## config.mk

```make
export PLATFORM = sky130hd
export DESIGN_NAME = approx_mult_pipe
export DESIGN_NICKNAME = d
export VERILOG_FILES = /design/src/rtl/approx_mult_pkg.sv /design/src/rtl/approx_mult_csa.sv /design/src/rtl/approx_mult_pipe.sv
export SDC_FILE = /design/constraint.sdc
export NUM_CORES = 1
export LEC_CHECK = 0
export BUFFER_PORTS_ARGS = -buffer_cell sky130_fd_sc_hd__buf_2
export CELL_PAD_IN_SITES_DETAIL_PLACEMENT = 2
export CELL_PAD_IN_SITES_GLOBAL_PLACEMENT = 2
export CORE_UTILIZATION = 39
export DETAILED_ROUTE_END_ITERATION = 6
export GPL_TIMING_DRIVEN = 0
export PLACE_DENSITY_LB_ADDON = 0.1
export SLEW_MARGIN = 20
export SYNTH_ARGS = -nofsm -noshare
export SYNTH_HDL_FRONTEND = slang
export SYNTH_SLANG_ARGS = --single-unit
```

## constraint.sdc

```tcl
create_clock -name clk -period 1.9 [get_ports clk]
set_input_delay 0.285 -clock clk [delete_from_list [all_inputs] [get_ports clk]]
set_output_delay 0.285 -clock clk [all_outputs]
set_load 0.03 [all_outputs]
```

## src/rtl/approx_mult_pkg.sv

```systemverilog
// Shared constants and helpers for the approximate multiplier pipeline.
//   MODE_EXACT / MODE_APPROX : values of the per-beat mode bit
//   MAX_W                    : largest supported operand width
//   col_mask()               : flattened map of kept partial-product bits
package approx_mult_pkg;

    localparam int unsigned MAX_W  = 16;
    localparam int unsigned MASK_W = MAX_W * MAX_W;

    localparam logic MODE_EXACT  = 1'b0;
    localparam logic MODE_APPROX = 1'b1;

    // Bit (i*MAX_W + j) is set when partial product a[j]&b[i] lands in a
    // column i+j that survives truncation, for operands of the given width.
    function automatic logic [MASK_W-1:0] col_mask(input int unsigned width,
                                                    input int unsigned trunc);
        logic [MASK_W-1:0] m;
        m = '0;
        for (int unsigned i = 0; i < MAX_W; i++) begin
            for (int unsigned j = 0; j < MAX_W; j++) begin
                if ((i < width) && (j < width) && ((i + j) >= trunc)) begin
                    m[i*MAX_W + j] = 1'b1;
                end
            end
        end
        return m;
    endfunction

endpackage

```

## src/rtl/approx_mult_csa.sv

```systemverilog
// Combinational carry-save column reduction for the approximate multiplier.
// Partial-product rows are masked by mode (all kept in exact mode, only
// columns >= TRUNC in approximate mode) and compressed with 3:2 counters
// into a redundant sum/carry pair whose modular sum is the product.
// Build option: APPROX_MULT_COMP_EN adds a 2^TRUNC compensation row in
// approximate mode.
//   a, b   : unsigned operands, WIDTH bits
//   mode   : MODE_EXACT or MODE_APPROX
//   sum    : carry-save sum vector, 2*WIDTH bits
//   carry  : carry-save carry vector, 2*WIDTH bits (already weight-aligned)
module approx_mult_csa
    import approx_mult_pkg::*;
#(
    parameter int unsigned WIDTH = 8,
    parameter int unsigned TRUNC = 4
) (
    input  logic [WIDTH-1:0]   a,
    input  logic [WIDTH-1:0]   b,
    input  logic               mode,
    output logic [2*WIDTH-1:0] sum,
    output logic [2*WIDTH-1:0] carry
);

    localparam int unsigned PW = 2 * WIDTH;
    localparam logic [MASK_W-1:0] KEEP = col_mask(WIDTH, TRUNC);

    logic [PW-1:0] row;
    logic [PW-1:0] s_acc;
    logic [PW-1:0] c_acc;
    logic [PW-1:0] s_nxt;
`ifdef APPROX_MULT_COMP_EN
    logic [PW-1:0] comp;
`endif

    // Build each partial-product row and fold it into the running s/c pair.
    always_comb begin : reduce
        row   = '0;
        s_acc = '0;
        c_acc = '0;
        s_nxt = '0;
        for (int unsigned i = 0; i < WIDTH; i++) begin
            row = '0;
            for (int unsigned j = 0; j < WIDTH; j++) begin
                row[i + j] = a[j] & b[i] &
                             ((mode == MODE_EXACT) | KEEP[i*MAX_W + j]);
            end
            s_nxt = s_acc ^ c_acc ^ row;
            c_acc = ((s_acc & c_acc) | (s_acc & row) | (c_acc & row)) << 1;
            s_acc = s_nxt;
        end
`ifdef APPROX_MULT_COMP_EN
        // Compensation enters as one more carry-save row so the final adder
        // in stage 2 stays a plain two-input add.
        comp = '0;
        if (mode == MODE_APPROX) begin
            comp = PW'(1) << TRUNC;
        end
        s_nxt = s_acc ^ c_acc ^ comp;
        c_acc = ((s_acc & c_acc) | (s_acc & comp) | (c_acc & comp)) << 1;
        s_acc = s_nxt;
`endif
    end

    assign sum   = s_acc;
    assign carry = c_acc;

endmodule

```

## src/rtl/approx_mult_pipe.sv

```systemverilog
// Two-stage pipelined unsigned multiplier with exact/approximate modes and
// valid/ready handshakes on both sides. Stage 1 registers the carry-save
// reduction, stage 2 registers the carry-propagate sum.
// Build option: APPROX_MULT_COMP_EN enables approximate-mode compensation
// (implemented inside approx_mult_csa).
//   clk, rst_n          : clock, asynchronous active-low reset
//   in_valid / in_ready : operand beat handshake (in_ready is combinational)
//   a, b, mode          : operands and per-beat mode
//   out_valid/out_ready : result handshake
//   y, y_mode           : product (2*WIDTH bits) and the mode it used
module approx_mult_pipe
    import approx_mult_pkg::*;
#(
    parameter int unsigned WIDTH = 8,
    parameter int unsigned TRUNC = 4
) (
    input  logic               clk,
    input  logic               rst_n,
    input  logic               in_valid,
    output logic               in_ready,
    input  logic [WIDTH-1:0]   a,
    input  logic [WIDTH-1:0]   b,
    input  logic               mode,
    output logic               out_valid,
    input  logic               out_ready,
    output logic [2*WIDTH-1:0] y,
    output logic               y_mode
);

    localparam int unsigned PW = 2 * WIDTH;

    logic [PW-1:0] csa_sum;
    logic [PW-1:0] csa_carry;

    logic          s1_valid;
    logic [PW-1:0] s1_sum;
    logic [PW-1:0] s1_carry;
    logic          s1_mode;

    logic          s2_adv;
    logic          s1_adv;

    approx_mult_csa #(
        .WIDTH (WIDTH),
        .TRUNC (TRUNC)
    ) u_csa (
        .a     (a),
        .b     (b),
        .mode  (mode),
        .sum   (csa_sum),
        .carry (csa_carry)
    );

    // Advance conditions: a stage moves when empty or when it can hand off.
    always_comb begin : advance
        s2_adv   = !out_valid || out_ready;
        s1_adv   = !s1_valid || s2_adv;
        in_ready = !s1_valid || (s1_valid && s2_adv);
    end

    // Stage 1: capture the redundant product and its mode with the beat.
    always_ff @(posedge clk or negedge rst_n) begin : stage1
        if (!rst_n) begin
            s1_valid <= 1'b0;
            s1_sum   <= '0;
            s1_carry <= '0;
            s1_mode  <= MODE_EXACT;
        end else if (s1_adv) begin
            s1_valid <= in_valid;
            if (in_valid) begin
                s1_sum   <= csa_sum;
                s1_carry <= csa_carry;
                s1_mode  <= mode;
            end
        end
    end

    // Stage 2: resolve sum + carry; result holds while stalled.
    always_ff @(posedge clk or negedge rst_n) begin : stage2
        if (!rst_n) begin
            out_valid <= 1'b0;
            y         <= '0;
            y_mode    <= MODE_EXACT;
        end else if (s2_adv) begin
            out_valid <= s1_valid;
            if (s1_valid) begin
                y      <= s1_sum + s1_carry;
                y_mode <= s1_mode;
            end
        end
    end

endmodule

```

* Yosys cells after proc, flatten, opt, wreduce, memory -nomap -nowiden *
Index checks and enable logic that the tools add are counted.
Widths: inputs -> output; s select.

word-level totals
  input bits = 21
  bits in latches = 0
  ROM bits = 0
  register bits after elaboration = 51
  memories = 0
  memory bits (writable) = 0

operators by class
  shift operators = 0
  order comparisons = 0
  $mul = 0
  reductions and logical operators = 8
  add/sub/neg operators = 1
  bitwise gates (word level) = 119
  muxes and demuxes = 0
  equality and inequality tests = 0
  div/mod/pow operators = 0

operator list
  cell               count
  $or 15x15->15      12
  $and 15x15->15     8
  $xor 16x16->16     6
  $and 1x1->1        74
  $and 15x10->15     2
  $and 15x11->15     2
  $and 15x12->15     2
  $and 15x13->15     2
  $and 15x14->15     2
  $add 16x16->16     1
  $xor 16x10->16     1
  $xor 16x11->16     1
  $xor 16x12->16     1
  $xor 16x13->16     1
  $xor 16x14->16     1
  $xor 16x15->16     1
  $and 8x9->9        1
  $xor 8x9->9        1
  $reduce_and 2->1   2
  $logic_or 1x1->1   3
  $logic_not 1->1    2
  $logic_and 1x1->1  1
  $not 1->1          1

* Logic depth before layout (Yosys ltp) *
Gate-level depths: netlist of run 1.

  word-level depth = 21
  gate-level depth with buffers = 14

* By module *
Synthesis of run 1 repeated with hierarchy kept, for this count alone.

second synthesis, totals
  cell total of the unflattened synthesis = 389
  area, all modules = 4,091.4 um^2

by module, submodules not included
  module            cells an instance  area each (um^2)  times used  sequential area each (um^2)
  approx_mult_pipe  227                2,605.0           1           1,301.2
  approx_mult_csa   162                1,486.4           1           0.0

* Worst setup path before layout of run 1 *
Ideal clock, no wire load.

  kind = in2reg
  start point = input b[1]
  end point = register s1_sum[7]
  required time = 1.775 ns
  path slack = -2.131 ns
  library setup time = 0.125 ns
  buffers on the path = 0
  arrival = 3.907 ns
  stages = 11
  cell sequence = and2_1 -> ha_1 -> inv_1 -> fa_1 -> fa_1 -> fa_1 -> fa_1 -> fa_1 -> inv_1 -> fa_1 -> mux2_2

between the ends
  cells in the longest elaborated chain, start to end = 20

ends and longest elaborated chain
  what                                                     RTL line                                      text
  start, declared                                          approx_mult_pipe.sv:22                        input logic [WIDTH-1:0] b,
  $and 1x1->1 (2 in series)                                approx_mult_csa.sv:44                         row[i + j] = a[j] & b[i] &
  $xor 8x9->9 / $and 8x9->9 (equally long branches)        approx_mult_csa.sv:47, approx_mult_csa.sv:48
  $and 15x15->15 / $and 15x10->15 (equally long branches)  approx_mult_csa.sv:48                         c_acc = ((s_acc & c_acc) | (s_acc & row) | (c_acc & row)) << 1;
  $or 15x15->15 (2 in series)                              approx_mult_csa.sv:48
  $and 15x15->15                                           approx_mult_csa.sv:48
  $or 15x15->15 (2 in series)                              approx_mult_csa.sv:48
  $and 15x15->15                                           approx_mult_csa.sv:48
  $or 15x15->15 (2 in series)                              approx_mult_csa.sv:48
  $and 15x15->15                                           approx_mult_csa.sv:48
  $or 15x15->15 (2 in series)                              approx_mult_csa.sv:48
  $and 15x15->15                                           approx_mult_csa.sv:48
  $or 15x15->15 (2 in series)                              approx_mult_csa.sv:48
  $xor 16x16->16 (*)                                       approx_mult_csa.sv:47                         s_nxt = s_acc ^ c_acc ^ row;
  $xor 16x15->16 (*)                                       approx_mult_csa.sv:47
  net csa_sum[7]                                           approx_mult_pipe.sv:32                        logic [PW-1:0] csa_sum;
  end signal, assigned                                     approx_mult_pipe.sv:71                        s1_sum <= csa_sum;
  end, declared                                            approx_mult_pipe.sv:36                        logic [PW-1:0] s1_sum;

Mark *: on every way through the listed nets, which the timed path passes. The rest lies on a longest branch.
A chain may end at the register's enable or synchronous reset.

* Final worst setup path of run 1 *
  start point = input b[0]
  end point = register s1_sum[7]

The elaborated chain is that of the path after synthesis.

==> results.py, run 1 <==
metrics = {
    "outcome": {
        "outcome": "finished, violations left",
        "violations": "setup timing",
    },
    "power": {
        "vdd_ir_drop_max_mv": 0.646,
        "power_uw": 4510,
        "p_seq_share_pct": 30.7,
        "combPwrFrac_pct": 52.9,
        "p_int_uw": 2710,
        "p_per_area_nw_per_um2": 1140,
        "swShare_pct": 39.8,
        "leakage_uw": 0.00181,
        "p_sw_uw": 1800,
        "power.share.clock_pct": 16.4,
    },
    "worst_setup_path": {
        "start_kind": "input pin",
        "end_kind": "register",
        "max_stage_delay_ns": 0.56,
        "path_class": "input pin to register",
        "path_max_fanout": 4,
        "crit_family": "adder cells",
        "worstPathRequired_ns": 2.08,
        "crit_chain": "buf_8, and2_4, ha_4, inv_2, fa_1, fa_2, fa_1, fa_2, fa_1, inv_2, fa_2, mux2_4",
        "crit_buf_inv": 3,
        "arrival_ns": 4.02,
        "worst_path_max_delay_cell": "fa_1",
    },
    "clock_network": {
        "clockBufferDepth": 2,
        "htreeDepth": 2,
        "path_clk_slew_ns": 0.09,
        "cts_root_buffer": "clkbuf_8",
        "ctsHoldBuffers": 0,
        "cts_tree": "built",
        "cts_buffers": 5,
        "insertion_delay_ns": 0.30,
        "cts.sink_count": 42,
    },
    "grt": {
        "grt_use_met1_pct": 25.5,
        "grt-busiest-layer": "met2",
        "overflow": 0,
        "use_met2_pct": 34.3,
        "met3_usage_pct": 3.01,
        "first_global_vias": 2582,
        "gr-usage-all-layers_pct": 19.6,
        "grt_pass1_wl_mm": 12.9,
        "grt_max_degree": 43,
        "antenna_found_initial": 0,
    },
    "timing": {
        "setup_viol": 18,
        "min_period_ns": 3.84,
        "max_freq_mhz": 260,
        "clock_skew_ns": 0.0102,
        "tightest_slew_ns": 0.947,
        "rsz0062_at_grt": "yes",
        "slew_violations": 0,
        "worst_slack_ns": -1.94,
        "hold_viol_final": 0,
        "fin_crit_sh_pct": 202,
        "slew_headroom_pct": 36.9,
    },
    "detailed_routing": {
        "drt_drc_violations_left": 0,
        "drt-pass1-iter-count": 4,
        "ant_nets": 0,
        "routedWlPerCell_um": 17.3,
        "drt-total-wl_mm": 7.82,
        "vias": 2292,
        "drtIter0Drc": 37,
        "viasPerCell": 5.08,
    },
    "hold_path": {
        "hold_path.class": "input pin to asynchronous set/reset pin",
    },
    "layout": {
        "drive_above_1_share_pct": 40.7,
        "area_growth_pct": 21.7,
        "num_antenna_cells": 0,
        "num-nets-final": 427,
        "post-route-util_pct": 50.1,
        "final_common_cell": "nand2_1",
        "layout_common_cells": "nand2_1, dfrtp_1, buf_2",
    },
    "die": {
        "core_area_sq_um": 7890,
        "fp.dieH_um": 93.2,
        "io_pins": 40,
        "start_util_pct": 41.1,
        "fp.dieW_um": 93.2,
        "rows": 32,
        "dieArea_sq_um": 8690,
    },
    "yosys": {
        "synth_largest_area_cell": "dfrtp_1",
        "synthCells": 297,
        "synth_ff_type": "dfrtp_1",
        "ys_seq_elements": 42,
        "synth-seq-area-share_pct": 32.4,
        "synth_fp_nets": 375,
        "ys.warnings.count": 0,
        "synthTopCellsByArea": "dfrtp_1, fa_1, mux2_2",
        "yosysTopAreaCellShare_pct": 32.4,
        "synth_cell_types": 36,
        "synth_area_per_cell_sq_um": 10.9,
        "netlist_area_sq_um": 3250,
        "synth_edf_count": 0,
        "async_flop_share_pct": 100,
    },
    "place": {
        "place_congestion": 0.719,
        "port_buffers": 35,
        "place_hpwl_mm": 5.93,
    },
    "run": {
        "cap_viol_max_count": 0,
    },
}
==> layer usage <==
layer / wire, um / vias up
met5: 0 / -
li1: - / 1044
met2: 4160 / 28
met1: 3430 / 1212
met3: 170 / 8
met4: 65 / 0
==> stage by stage <==
step	std cells	setup slack (ns)	hold slack, ns	area (sq um)	setup TNS, ns
after global placement	434	-2.33	0.455	3620	-31.46
after global routing	451	-1.98	0.191	3950	-26.12
after detailed placement	434	-2.36	0.465	3620	-32.19
after CTS	449	-1.99	0.166	3880	-25.69
final	451	-1.94	0.121	3950	-24.69
after floorplan	297	-2.05	-0.0106	3320	-26.51
==> worst reg2reg max path, cell delays in order (launching register included) <==
cell and delay [ns]:
dfrtp_1 0.43, ha_4 0.19, inv_2 0.05, fa_2 0.23
nor2b_4 0.05, o31a_1 0.28, or4_1 0.47, nand3_1 0.09
==> synthesized netlist by cell type, types with 2 or more instances <==
cell type / n
a21o_1: 2
and2_1: 24
dfrtp_1: 42
fa_1: 43
mux2_2: 26
buf_2: 3
nor2b_1: 2
xor2_1: 2
nand2b_1: 2
nand3b_1: 2
clkbuf_1: 5
inv_1: 38
nand2_1: 52
a211oi_1: 2
o21ai_0: 13
a21oi_1: 2
ha_1: 14
nor2_1: 4
and3b_1: 2
==> kinds of logic after synthesis <==
kind of cell	after synthesis	share of synthesized area (%)
AO/OA/AOI/OAI	29	5.86
buffers and inverters	47	5.86
XOR/XNOR	2	0.540
flip-flops	42	32.4
multiplexers	26	9.02
adder cells (fa/ha/maj)	57	31.9
AND/OR/NAND/NOR	94	14.4
==> power groups by stage <==
| stage | sequential (uW) | clock, uW | combinational (uW) |
|---|---|---|---|
| 2_1_floorplan | 1650 | 0 | 1290 |
| 3_3_place_gp | 1380 | 0 | 2090 |
| 3_5_place_dp | 1400 | 0 | 2170 |
| 4_1_cts | 1390 | 750 | 2360 |
| 5_1_grt | 1430 | 787 | 2660 |
| 6_report | 1380 | 740 | 2390 |
==> registers in the layout, summed over array words and instances (netlist names) <==
signal,cells
s1_carry,7
y_mode,1
s1_sum,15
s1_valid,1
s1_mode,1
out_valid,1
y,16
==> worst paths after layout <==
kind	from	to	slack (ns)	cells past startpoint
worst max-delay path	b[0]	s1_sum[7]$_DFFE_PN0P_	-1.94	12
worst min-delay path	rst_n	s1_valid$_DFFE_PN0N_	0.12	1
worst max register to register	s1_carry[8]$_DFFE_PN0P_	y[14]$_DFFE_PN0P_	0.04	7
worst min register to register	y[12]$_DFFE_PN0P_	y[12]$_DFFE_PN0P_	0.48	1
max in group asynchronous	rst_n	s1_sum[7]$_DFFE_PN0P_	1.18	1
min in group clk	in_valid	s1_valid$_DFFE_PN0N_	0.18	2
==> final cells by class <==
type | instances | area, sq um
Buffer | 9 | 51.3
Timing Repair Buffer | 45 | 313
Tap cell | 102 | 128
Sequential cell | 42 | 1050
Clock inverter | 1 | 30.0
Inverter | 38 | 143
Clock buffer | 6 | 82.6
Fill cell | 825 | 3940
Multi-Input combinational cell | 208 | 2150
==> what timing repair did <==
action	CTS	global route
gates cloned	0	0
endpoints found under the hold margin	0	0
gates resized for setup	31	24
pin swaps	15	12
setup buffers	8	2
setup endpoints to repair	20	20
(Power assumes the default switching activity.)
==> inputs of run 2 (changes only) <==
- CORE_UTILIZATION: 39 -> 30
==> run 2 against run 1 <==
  * Critical endpoint unchanged
  * Sequential power about the same
  * Clock skew down 0.0037 ns
  * Hold slack improved by 0.081 ns
  * Critical path depth unchanged
  * Highest routed layer unchanged
  * The flow still finishes with violations (setup timing)
  * Final area rose by 1.3%
  * Non-clock buffer count stayed put
  * Register-to-register slack improved by 0.04 ns
==> results.py, run 2 (synthesized netlist as in run 1, its figures left out) <==
metrics = {
    "outcome": {
        "outcome": "finished, violations left",
        "violations": "setup timing",
    },
    "clock_network": {
        "path_clk_slew_ns": 0.09,
        "insertion_delay_ns": 0.29,
        "clockBufferDepth": 2,
        "cts_buffers": 5,
        "cts.sink_count": 42,
        "cts_tree": "built",
        "cts_root_buffer": "clkbuf_8",
        "htreeDepth": 2,
    },
    "worst_setup_path": {
        "path_class": "input pin to register",
        "r2r_cells": 7,
        "path_max_fanout": 4,
        "max_stage_delay_ns": 0.56,
        "worst_path_max_delay_cell": "fa_1",
        "reg2reg_from": "s1_sum[8]$_DFFE_PN0P_",
        "crit_family": "adder cells",
        "end_kind": "register",
        "cp-startpoint": "b[0]",
        "reg2reg_slack_ns": 0.08,
        "cp_common_cell": "fa_2",
        "r2r_end": "y[14]$_DFFE_PN0P_",
        "arrival_ns": 4.03,
        "start_kind": "input pin",
        "crit_buf_inv": 3,
        "worstPathRequired_ns": 2.09,
        "crit_chain": "buf_12, and2_4, ha_4, inv_2, fa_1, fa_2, fa_2, fa_2, fa_1, inv_2, fa_2, mux2_4",
    },
    "grt": {
        "use_met2_pct": 24.8,
        "grt_max_degree": 43,
        "grt_pass1_wl_mm": 12.8,
        "grt-busiest-layer": "met2",
        "antenna_found_initial": 0,
        "gr-usage-all-layers_pct": 14.6,
        "met3_usage_pct": 2.70,
        "overflow": 0,
        "first_global_vias": 2563,
        "grt_use_met1_pct": 19.2,
    },
    "power": {
        "swShare_pct": 41.2,
        "combPwrFrac_pct": 53.9,
        "p_int_uw": 2520,
        "p_per_area_nw_per_um2": 1070,
        "p_sw_uw": 1760,
        "vdd_ir_drop_max_mv": 0.402,
        "p_seq_share_pct": 32.2,
        "power.share.clock_pct": 13.9,
        "leakage_uw": 0.00180,
    },
    "detailed_routing": {
        "viasPerCell": 4.72,
        "routedWlPerCell_um": 15.6,
        "drtIter0Drc": 37,
        "vias": 2293,
        "drt-total-wl_mm": 7.57,
        "drt-pass1-iter-count": 4,
        "ant_nets": 0,
        "drt_drc_violations_left": 0,
    },
    "die": {
        "core_area_sq_um": 10400,
        "rows": 37,
        "fp.dieH_um": 106,
        "fp.dieW_um": 106,
        "io_pins": 40,
        "start_util_pct": 31.2,
        "dieArea_sq_um": 11200,
    },
    "layout": {
        "regMostFlops": "y",
        "final_common_cell": "nand2_1",
        "drive_above_1_share_pct": 39.7,
        "num_antenna_cells": 0,
        "num-nets-final": 427,
        "layout_common_cells": "nand2_1, dfrtp_1, buf_2",
        "largest_reg_flops": 16,
        "area_growth_pct": 23.3,
        "top_regs": "y: 16 flops, s1_sum: 15 flops, s1_carry: 7 flops",
    },
    "hold_path": {
        "hp-start": "in_valid",
        "min_to": "s1_valid$_DFFE_PN0N_",
        "hold_path.class": "input pin to register",
        "holdPathStages": 2,
    },
    "timing": {
        "min_period_ns": 3.84,
        "tns_ns": -24.43,
        "max_freq_mhz": 260,
        "slew_violations": 0,
        "worst_slack_ns": -1.94,
        "setup_viol": 17,
        "hold_viol_final": 0,
        "clock_skew_ns": 0.00656,
        "tightest_slew_ns": 0.454,
        "fin_crit_sh_pct": 202,
        "rsz0062_at_grt": "yes",
        "slew_headroom_pct": 69.8,
    },
    "run": {
        "cap_viol_max_count": 0,
    },
    "place": {
        "place_hpwl_mm": 5.96,
        "port_buffers": 35,
        "dpl_worst_slack_ns": -2.36,
        "place_congestion": 0.706,
    },
}
==> run 2: changes by cell type in the layout (fill, tap and decap cells not counted), moves of 3 or more <==
cell / previous run / this run
buf_12: 2 / 5
buf_4: 10 / 7
inv_1: 23 / 27
inv_2: 15 / 11
==> run 2: layout make-up <==
cell class	count	area, sq um
inverters	38	143
plain buffers	9	48.8
repair buffers	45	342
flip-flops and latches	42	1050
fillers	1156	6410
multi-input cells	208	2160
well taps	136	170
clock inverters	3	21.3
clock buffers	5	68.8
==> run 2: per-layer routing <==
layer	share of wire (%)	wire, um
met1	45	3410
met3	2.5	193
met2	52	3910
met4	0.84	64
met5	0	0
==> run 2: worst reg2reg max path: stages (launching register included) <==
cell and delay (ns):
dfrtp_1 0.39, ha_2 0.21, inv_1 0.09, fa_2 0.25, nor2b_4 0.05, o31a_1 0.27
or4_1 0.42, nand3_1 0.10
==> run 2: metrics by stage <==
stage	utilization, %	power (uW)	cell area (sq um)	hold WS, ns	cells
floorplan	-	2940	3320	-0.0106	297
finish	38.4	4280	4000	0.202	486
global route	38.4	4690	4000	0.192	486
detailed placement	35.1	3590	3660	0.465	468
CTS	37.4	4330	3890	0.178	483
global placement	35.1	3510	3660	0.457	468
==> run 2: timing repair <==
action	in CTS	in global routing
hold buffers	0	1
resized for setup	33	18
setup endpoints to repair	18	20
endpoints found under the hold margin	0	14
buffers inserted	7	1
pin swaps	13	12
==> run 2: power groups by stage <==
stage | Clock, uW | Combinational [uW] | Sequential, uW
after global routing | 664 | 2610 | 1420
after floorplan | 0 | 1290 | 1650
after global placement | 0 | 2130 | 1380
after CTS | 631 | 2320 | 1390
final | 593 | 2310 | 1380
after detailed placement | 0 | 2180 | 1410
==> run 2: worst max-delay path by stage <==
| stage | to | depth (start not counted) | slack, ns |
|---|---|---|---|
| 2_1_floorplan | s1_sum[7]$_DFFE_PN0P_ | 11 | -2.05 |
| 3_3_place_gp | s1_sum[7]$_DFFE_PN0P_ | 12 | -2.33 |
| 3_5_place_dp | s1_sum[7]$_DFFE_PN0P_ | 12 | -2.36 |
| 4_1_cts | s1_sum[7]$_DFFE_PN0P_ | 12 | -1.98 |
| 5_1_grt | s1_sum[7]$_DFFE_PN0P_ | 12 | -2.01 |
| 6_report | s1_sum[7]$_DFFE_PN0P_ | 12 | -1.94 |
==> inputs of run 3 (changes only) <==
- SYNTH_HIERARCHICAL: unset -> 1
==> run 3 against run 2 <==
  * The run still ends with setup timing left
  * Register-to-register slack lost 0.40 ns
  * Combinational power grew 66%
  * Count of clock-buffer cells in the layout is the same
  * Via count grew 26%
  * Global-route usage grew 0.85 points
  * Critical path depth is the same
  * Clock skew grew 0.0029 ns
  * Critical endpoint unchanged
  * Clock power grew 62%
  * Wire length grew 31%
  * Sequential share of layout area shrank 1.4 points
  * Critical path type unchanged
  * Final area grew 31%
==> results.py, run 3 <==
metrics = {
    "layout": {
        "drive_above_1_share_pct": 45.4,
        "final_common_cell": "nand2_1",
        "nFillCells": 1382,
        "seqCellArea_sq_um": 1300,
        "area_growth_pct": 28.0,
        "layout_common_cells": "nand2_1, dfrtp_1, fa_2",
        "num_antenna_cells": 0,
        "top_regs": "s1_carry: 16 flops, s1_sum: 16 flops, y: 16 flops",
        "num-nets-final": 539,
        "multi_input_area_sq_um": 2920,
    },
    "power": {
        "power.share.clock_pct": 14.8,
        "vdd_ir_drop_max_mv": 0.419,
        "p_sw_uw": 2770,
        "p_per_area_nw_per_um2": 1240,
        "p_int_uw": 3740,
        "leakage_uw": 0.00229,
        "combPwrFrac_pct": 58.9,
        "swShare_pct": 42.6,
        "power_uw": 6520,
        "p_seq_share_pct": 26.3,
    },
    "detailed_routing": {
        "wl_met2_mm": 5.14,
        "drtIter0Drc": 63,
        "drt_drc_violations_left": 0,
        "dr.max_layer_used": "met4",
        "viasPerCell": 4.58,
        "met1_length_mm": 4.45,
        "routedWlPerCell_um": 15.7,
        "vias": 2885,
        "drt-total-wl_mm": 9.91,
        "dr_wl_met3_um": 213,
        "drt-pass1-iter-count": 4,
        "ant_nets": 0,
    },
    "worst_setup_path": {
        "arrival_ns": 3.97,
        "r2r_cells": 8,
        "r2r_end": "y[10]$_DFFE_PN0P_",
        "reg2reg_from": "s1_sum[0]$_DFFE_PN0P_",
        "path_class": "input pin to register",
        "reg2reg_slack_ns": -0.32,
        "start_kind": "input pin",
        "worstPathRequired_ns": 2.09,
        "path_max_fanout": 3,
        "end_kind": "register",
    },
    "yosys": {
        "synth_common_cells": "nand2_1, dfrtp_1, fa_1",
        "synthTopCellsByArea": "dfrtp_1, fa_1, mux2_2",
        "synth-seq-area-share_pct": 31.8,
        "synth_largest_area_cell": "dfrtp_1",
        "synth_cell_types": 40,
        "yosysMostFrequentCell": "nand2_1",
        "synth_edf_count": 0,
        "synth_ff_type": "dfrtp_1",
        "synth_area_per_cell_sq_um": 10.5,
        "synthCells": 389,
        "ys.warnings.count": 6,
        "async_flop_share_pct": 100,
        "yosysTopAreaCellShare_pct": 31.8,
        "ys_seq_elements": 52,
        "netlist_area_sq_um": 4090,
    },
    "outcome": {
        "outcome": "finished, violations left",
        "violations": "setup timing",
    },
    "die": {
        "rows": 42,
        "fp.dieW_um": 119,
        "fp.dieH_um": 119,
        "core_area_sq_um": 13300,
        "io_pins": 40,
        "start_util_pct": 30.8,
        "dieArea_sq_um": 14100,
    },
    "timing": {
        "worst_slack_ns": -1.88,
        "min_period_ns": 3.78,
        "slew_violations": 0,
        "clock_skew_ns": 0.00947,
        "tightest_slew_ns": 0.687,
        "max_freq_mhz": 265,
        "rsz0062_at_grt": "yes",
        "fin_crit_sh_pct": 199,
        "hold_viol_final": 0,
        "slew_headroom_pct": 54.2,
        "setup_viol": 24,
    },
    "grt": {
        "grt_pass1_wl_mm": 17.1,
        "gr-usage-all-layers_pct": 15.4,
        "first_global_vias": 3308,
        "antenna_found_initial": 0,
        "overflow": 0,
        "grt_max_degree": 53,
    },
    "clock_network": {
        "cts_tree": "built",
        "cts_root_buffer": "clkbuf_16",
        "cts.sink_count": 52,
        "cts_buffers": 5,
        "clockBufferDepth": 2,
        "htreeDepth": 2,
        "insertion_delay_ns": 0.30,
        "path_clk_slew_ns": 0.08,
    },
    "place": {
        "place_hpwl_mm": 7.96,
        "dpl_worst_slack_ns": -2.30,
        "place_congestion": 0.722,
        "port_buffers": 36,
    },
    "hold_path": {
        "hold_path.class": "input pin to asynchronous set/reset pin",
    },
    "run": {
        "cap_viol_max_count": 0,
    },
}
## run 3: worst max-delay path by stage
stage,start,end,slack (ns),depth (start not counted)
2_1_floorplan,a[6],s1_sum[7]$_DFFE_PN0P_,-1.96,11
3_3_place_gp,b[0],s1_sum[7]$_DFFE_PN0P_,-2.25,12
3_5_place_dp,b[0],s1_sum[7]$_DFFE_PN0P_,-2.30,12
4_1_cts,a[6],s1_sum[7]$_DFFE_PN0P_,-1.89,12
5_1_grt,b[0],s1_sum[7]$_DFFE_PN0P_,-1.96,12
6_report,a[6],s1_sum[7]$_DFFE_PN0P_,-1.88,12
## run 3: timing repair
item,in CTS,in global routing
pin swaps,21,11
hold buffers,0,0
setup buffers,11,3
resized for setup,53,22
setup endpoints to repair,27,27
gates cloned,0,0
## run 3: final cells by class
cell class | count | area share (%)
tap | 176 | 4.21
buffer | 22 | 2.58
timing repair buffer | 49 | 6.88
sequential | 52 | 24.9
inverter | 38 | 2.72
clock inverter | 3 | 0.550
multi-input combinational | 285 | 55.8
clock buffer | 5 | 2.39
## run 3: power by group through the flow
| stage | Clock (uW) | Sequential, uW | Combinational (uW) |
|---|---|---|---|
| 2_1_floorplan | 0 | 2000 | 2210 |
| 3_3_place_gp | 0 | 1710 | 3310 |
| 3_5_place_dp | 0 | 1730 | 3400 |
| 4_1_cts | 997 | 1730 | 3670 |
| 5_1_grt | 1030 | 1770 | 4300 |
| 6_report | 962 | 1720 | 3840 |
## run 3: cells by family after synthesis
group | after synthesis | share of synthesized area [%]
other cells | 1 | 0.0917
xor+xnor | 13 | 2.78
flops | 52 | 31.8
buf+inv | 61 | 6.88
simple gates | 111 | 13.2
fa+ha+maj | 65 | 27.8
compound gates | 49 | 7.34
mux | 37 | 10.2
## run 3: routing by layer
| layer | vias to the layer above | global-route usage, % |
|---|---|---|
| li1 | 1375 | - |
| met5 | - | 0 |
| met2 | 38 | 28.2 |
| met1 | 1466 | 19.0 |
| met3 | 6 | 1.98 |
| met4 | 0 | 3.80 |
## run 3: worst max-delay path, cell delays in order
cell and delay [ns]:
buf_8 0.10, and2_4 0.15, ha_4 0.26, inv_2 0.03, fa_2 0.52, fa_1 0.43
fa_1 0.51, fa_1 0.44, fa_1 0.51, inv_2 0.04, fa_2 0.42, mux2_4 0.27
## run 3: metrics by stage
stage | TNS [ns] | std cells | cell area [sq um] | util, % | hold WS [ns]
floorplan | -26.54 | 398 | 4330 | - | -0.0106
global route | -27.61 | 630 | 5240 | 39.4 | 0.0741
CTS | -26.00 | 628 | 5140 | 38.7 | 0.0466
finish | -25.48 | 630 | 5240 | 39.4 | 0.0299
detailed placement | -34.23 | 610 | 4730 | 35.6 | 0.375
global placement | -33.54 | 610 | 4730 | 35.6 | 0.456
